### src/rtl/seq_pattern_tx.sv
// seq_pattern_tx: serial pattern transmitter for sequence-detector benches.
// Loads a parallel word on a valid/ready handshake and shifts bits [len-1:0]
// out MSB-first, repeating the word repeat_n+1 times back-to-back.
// Optional feature macro: SEQ_PATTERN_TX_MATCH_CNT_EN enables a non-overlapping
// 0110 tracker on emitted bits; without it match_cnt is tied to zero.
module seq_pattern_tx #(
    parameter int unsigned WIDTH = 16,
    parameter int unsigned CNT_W = 8,
    parameter int unsigned LEN_W = $clog2(WIDTH) + 1
) (
    input  logic             clk,
    input  logic             reset,
    input  logic [WIDTH-1:0] data_in,
    input  logic [LEN_W-1:0] len,
    input  logic [CNT_W-1:0] repeat_n,
    input  logic             load,
    output logic             ready,
    output logic             out,
    output logic             out_valid,
    output logic             done,
    output logic [CNT_W-1:0] match_cnt
);

    typedef enum logic [1:0] {StIdle, StShift, StDone} state_e;

    localparam logic [WIDTH-1:0] WordOne = WIDTH'(1);
    localparam logic [LEN_W-1:0] LenMax  = LEN_W'(WIDTH);
    localparam logic [LEN_W-1:0] LenOne  = LEN_W'(1);

    state_e           state_q;
    logic [WIDTH-1:0] word_q;
    logic [LEN_W-1:0] len_q;
    logic [LEN_W-1:0] idx_q;
    logic [CNT_W-1:0] rep_q;

    logic [LEN_W-1:0] len_eff;
    logic [LEN_W-1:0] nxt_idx;
    logic             first_bit;
    logic             nxt_bit;
    logic             load_accept;

    assign load_accept = (state_q == StIdle) && load;

    // Effective length clamp and bit selection for the first and following bits.
    always_comb begin
        len_eff = len;
        if (len == '0 || len > LenMax) begin
            len_eff = LenMax;
        end
        first_bit = |(data_in & (WordOne << (len_eff - LenOne)));
        // At bit 0 wrap to the MSB so repeats follow with no bubble.
        nxt_idx = (idx_q != '0) ? (idx_q - LenOne) : (len_q - LenOne);
        nxt_bit = |(word_q & (WordOne << nxt_idx));
    end

    // Transfer FSM with registered handshake and serial outputs.
    always_ff @(posedge clk) begin
        if (reset) begin
            state_q   <= StIdle;
            ready     <= 1'b1;
            out       <= 1'b0;
            out_valid <= 1'b0;
            done      <= 1'b0;
            word_q    <= '0;
            len_q     <= '0;
            idx_q     <= '0;
            rep_q     <= '0;
        end else begin
            case (state_q)
                StIdle: begin
                    if (load) begin
                        word_q    <= data_in;
                        len_q     <= len_eff;
                        idx_q     <= len_eff - LenOne;
                        rep_q     <= repeat_n;
                        out       <= first_bit;
                        out_valid <= 1'b1;
                        ready     <= 1'b0;
                        state_q   <= StShift;
                    end
                end
                StShift: begin
                    if (idx_q != '0 || rep_q != '0) begin
                        idx_q <= nxt_idx;
                        out   <= nxt_bit;
                        if (idx_q == '0) begin
                            rep_q <= rep_q - CNT_W'(1);
                        end
                    end else begin
                        out       <= 1'b0;
                        out_valid <= 1'b0;
                        done      <= 1'b1;
                        state_q   <= StDone;
                    end
                end
                StDone: begin
                    done    <= 1'b0;
                    ready   <= 1'b1;
                    state_q <= StIdle;
                end
                default: begin
                    state_q   <= StIdle;
                    ready     <= 1'b1;
                    out       <= 1'b0;
                    out_valid <= 1'b0;
                    done      <= 1'b0;
                end
            endcase
        end
    end

`ifdef SEQ_PATTERN_TX_MATCH_CNT_EN
    typedef enum logic [1:0] {TrS0, TrS1, TrS2, TrS3} trk_e;

    trk_e             trk_q;
    logic [CNT_W-1:0] cnt_q;

    // Non-overlapping 0110 tracker over valid emitted bits; count saturates.
    always_ff @(posedge clk) begin
        if (reset) begin
            trk_q <= TrS0;
            cnt_q <= '0;
        end else if (load_accept) begin
            trk_q <= TrS0;
        end else if (out_valid) begin
            case (trk_q)
                TrS0: trk_q <= out ? TrS0 : TrS1;
                TrS1: trk_q <= out ? TrS2 : TrS1;
                TrS2: trk_q <= out ? TrS3 : TrS1;
                TrS3: begin
                    trk_q <= TrS0;
                    if (!out && cnt_q != '1) begin
                        cnt_q <= cnt_q + CNT_W'(1);
                    end
                end
                default: trk_q <= TrS0;
            endcase
        end
    end

    assign match_cnt = cnt_q;
`else
    logic unused_load_accept;
    assign unused_load_accept = load_accept;
    assign match_cnt = '0;
`endif

endmodule

### config.mk
export PLATFORM = sky130hd
export DESIGN_NAME = seq_pattern_tx
export DESIGN_NICKNAME = d
export VERILOG_FILES = /design/src/rtl/seq_pattern_tx.sv
export SDC_FILE = /design/constraint.sdc
export NUM_CORES = 1
export LEC_CHECK = 0
export ABC_AREA = 1
export CORE_ASPECT_RATIO = 0.8
export CORE_MARGIN = 5
export CORE_UTILIZATION = 42
export CTS_CLUSTER_SIZE = 10
export DETAILED_ROUTE_END_ITERATION = 8
export MAX_ROUTING_LAYER = met4
export PLACE_DENSITY = 0.66
export SYNTH_ARGS = -nofsm -noshare
export SYNTH_HDL_FRONTEND = slang
export SYNTH_SLANG_ARGS = --single-unit
### constraint.sdc
create_clock -name clk -period 2.9 [get_ports clk]
set_input_delay 0.58 -clock clk [delete_from_list [all_inputs] [get_ports clk]]
set_output_delay 0.58 -clock clk [all_outputs]
set_load 0.005 [all_outputs]
==> results.yml <==
global_route:
  grt_pass1_vias: 2170
  grt_antenna_before_repair: 0
  grt_usage: 0.1846
  grt_first_pass_wirelength_mm: 10.56
  overflow: 0
  grt_start_max_net_pins: 25
timing:
  tns_ns: 0
  hold_viol: 0
  timing.final.crit_share: 0.9379
  setup_viol: 0
  fmax_mhz: 367.7
  drv_slew: 0
  period_minus_slack_ns: 2.720
  rsz0062_at_grt: "no"
  fin_worst_skew_ns: 0.01234
  hold_ws_ns: 0.4531
critical_path:
  crit_slowest_cell: "clkdlybuf4s50_1"
  crit_chain: "clkdlybuf4s50_1 > inv_1 > nand4_1 > ha_1 > nor2_1 > inv_1 > ha_1 > inv_1 > nand2_1 > nand2_4 > nor2_1 > nand2_1 > o21ai_1 > a31oi_1 > nand3_1 > nand3_1 > nand2_1 > nand2_1 > a21oi_2"
  slowest_delay_ns: 0.43
  timing.rr.end: "rep_q[2]"
  end_kind: "flip-flop"
  reg2regPathDepth: 9
  rr_startpoint: "state_q[0]"
  required_ns: 3.09
  cp_max_fo: 9
  crit_arrival_ns: 2.91
  cp_common_cell: "nand2_1"
  r2r_slack_ns: 1.01
  critical_path_class: "input port to flip-flop"
  worstSetupStartpointType: "input port"
job:
  drv_cap: 0
synthesis:
  synth-seq-area-share: 0.3332
  synthFlopType: "dfxtp_1"
  synthCells: 349
  synth_seq_cells: 40
  synthDistinctLibCells: 37
  async_flop_share: 0
  syn_avg_cell_area_um2: 6.887
  synth-edff-count: 0
  ys_warn_count: 0
  syn-cell-area_mm2: 0.002404
cts:
  cts_max_level: 2
  ctsRootBufferMaster: "clkbuf_8"
  clk_path_buf_depth: 2
  ctsHoldBuffers: 0
  cts_inserted_buffers: 5
  numClockSinks: 40
  insertion_delay_ns: 0.30
  path_clk_slew_ns: 0.08
  tritoncts: "built"
placement:
  placed_area_mm2: 0.002903
  gp_congestion: 0.8456
  port_buffers: 35
  post-dp-hpwl_mm: 4.939
final_layout:
  final_common_cell: "nand2_1"
  drive_gt1_frac: 0.1389
  final_cell_mix: "nand2_1 (51), inv_1 (41), dfxtp_1 (40)"
  antenna_cells: 0
  design_area_mm2: 0.002998
  synthToLayoutAreaGrowth_pct: 24.73
  fin_nets: 436
floorplanning:
  die_y_um: 77.66
  dieArea_mm2: 0.007345
  core_mm2: 0.005495
  rows: 24
  initial_core_util: 0.4374
  die_w_um: 94.58
  ios: 44
detailed_routing:
  drt-initial-drc-count: 146
  wl_mm: 6.289
  antenna_left: 0
  drt-pass1-iter-count: 4
  wire_per_inst_um: 13.27
  viasPerCell: 5.061
  via_count: 2399
  drcViolationCount: 0
worst_hold_path:
  hold_class: "flip-flop to flip-flop"
  worstHoldPathCells: 2
  hold_start: "word_q[14]"
  whs_endpoint: "word_q[14]"
run_status:
  status: "finished clean"
pwr:
  peakVddDrop_v: 0.0002471
  powerDensity_mw_per_mm2: 530.9
  p_leak_nw: 1.338
  power_mw: 1.592
## synthesized netlist by cell type (3+ instances only)
library cell  count  area [µm²]
nand3_1          17       85.08
clkbuf_1          9       33.78
dfxtp_1          40       800.8
inv_2             6       22.52
buf_4             8       60.06
nor2_1           35       131.4
a31oi_1          13       81.33
nand4_1          12       75.07
o21ai_0          34       170.2
nand2_1          52       195.2
nor2_4            3       33.78
a21oi_1          23       115.1
o21ai_1           6       30.03
xor2_1            5       43.79
ha_1              8       100.1
a211oi_1          4       30.03
nor2_2            5       31.28
nand2_2           6       37.54
inv_1            41       153.9
## cells by family (layout without fill, tap and decap cells)
logic type | count (synthesis) | count (layout) | synth area share
other | 1 | 8 | 0.001560
adder cells (fa/ha/maj) | 8 | 8 | 0.04165
buffers and inverters | 67 | 107 | 0.1187
AO/OA/AOI/OAI | 89 | 89 | 0.2082
flip-flops | 40 | 40 | 0.3332
AND/OR/NAND/NOR | 139 | 139 | 0.2785
XOR/XNOR | 5 | 5 | 0.01822
## per-stage QoR
step	instances	setup WS, ns	util
2_1_floorplan	356	0.2775	-
3_3_place_gp	467	-0.1209	0.5282
3_5_place_dp	467	-0.2560	0.5282
4_1_cts	474	0.05641	0.5430
5_1_grt	474	0.01031	0.5455
6_report	474	0.1801	0.5455
## metal layers
| metal | global-route usage | part of all wire | wire, µm |
|---|---|---|---|
| met4 | 0.03458 | 0.0078 | 49 |
| met3 | 0.03772 | 0.049 | 310 |
| met5 | - | 0 | 0 |
| met2 | 0.2422 | 0.41 | 2590 |
| met1 | 0.2878 | 0.53 | 3338 |
## power by group
part / internal [mW] / switching [mW] / leakage [nW]
sequential: 0.611 / 0.0441 / 0.331
clock: 0.163 / 0.197 / 0.0400
combinational: 0.223 / 0.353 / 0.967
## how the worst max path moves through the flow
stage | startpoint | to | slack, ns
final | len[2] | out | 0.18
after detailed placement | len[2] | out | -0.26
after CTS | len[2] | out | 0.06
after floorplan | len[1] | out | 0.28
after global routing | len[2] | out | 0.01
after global placement | len[2] | out | -0.12
## critical path: cells and delay by family
kind,cells,cell delay [ns]
AND/OR/NAND/NOR,10,0.90
buffers and inverters,4,0.65
adder cells (fa/ha/maj),2,0.49
AO/OA/AOI/OAI,3,0.28
## what timing repair did
action                                  CTS  global route
setup buffers                             0             0
endpoints found under the setup margin    0             1
gates resized for setup                   0             3
## cell type report
class | instances | area [µm²]
inverter | 48 | 182.7
clock buffer | 5 | 68.82
tap | 78 | 97.59
fill | 542 | 2497
multi-input combinational | 249 | 1358
clock inverter | 2 | 12.51
timing repair buffer | 52 | 478.0
sequential | 40 | 800.8
## sequential cells by signal, indices dropped and copies added (netlist names), 2 cells and up
name and count:
state_q 2, rep_q 8, word_q 16, idx_q 5, len_q 5
Power figures use the tool's default switching activity.
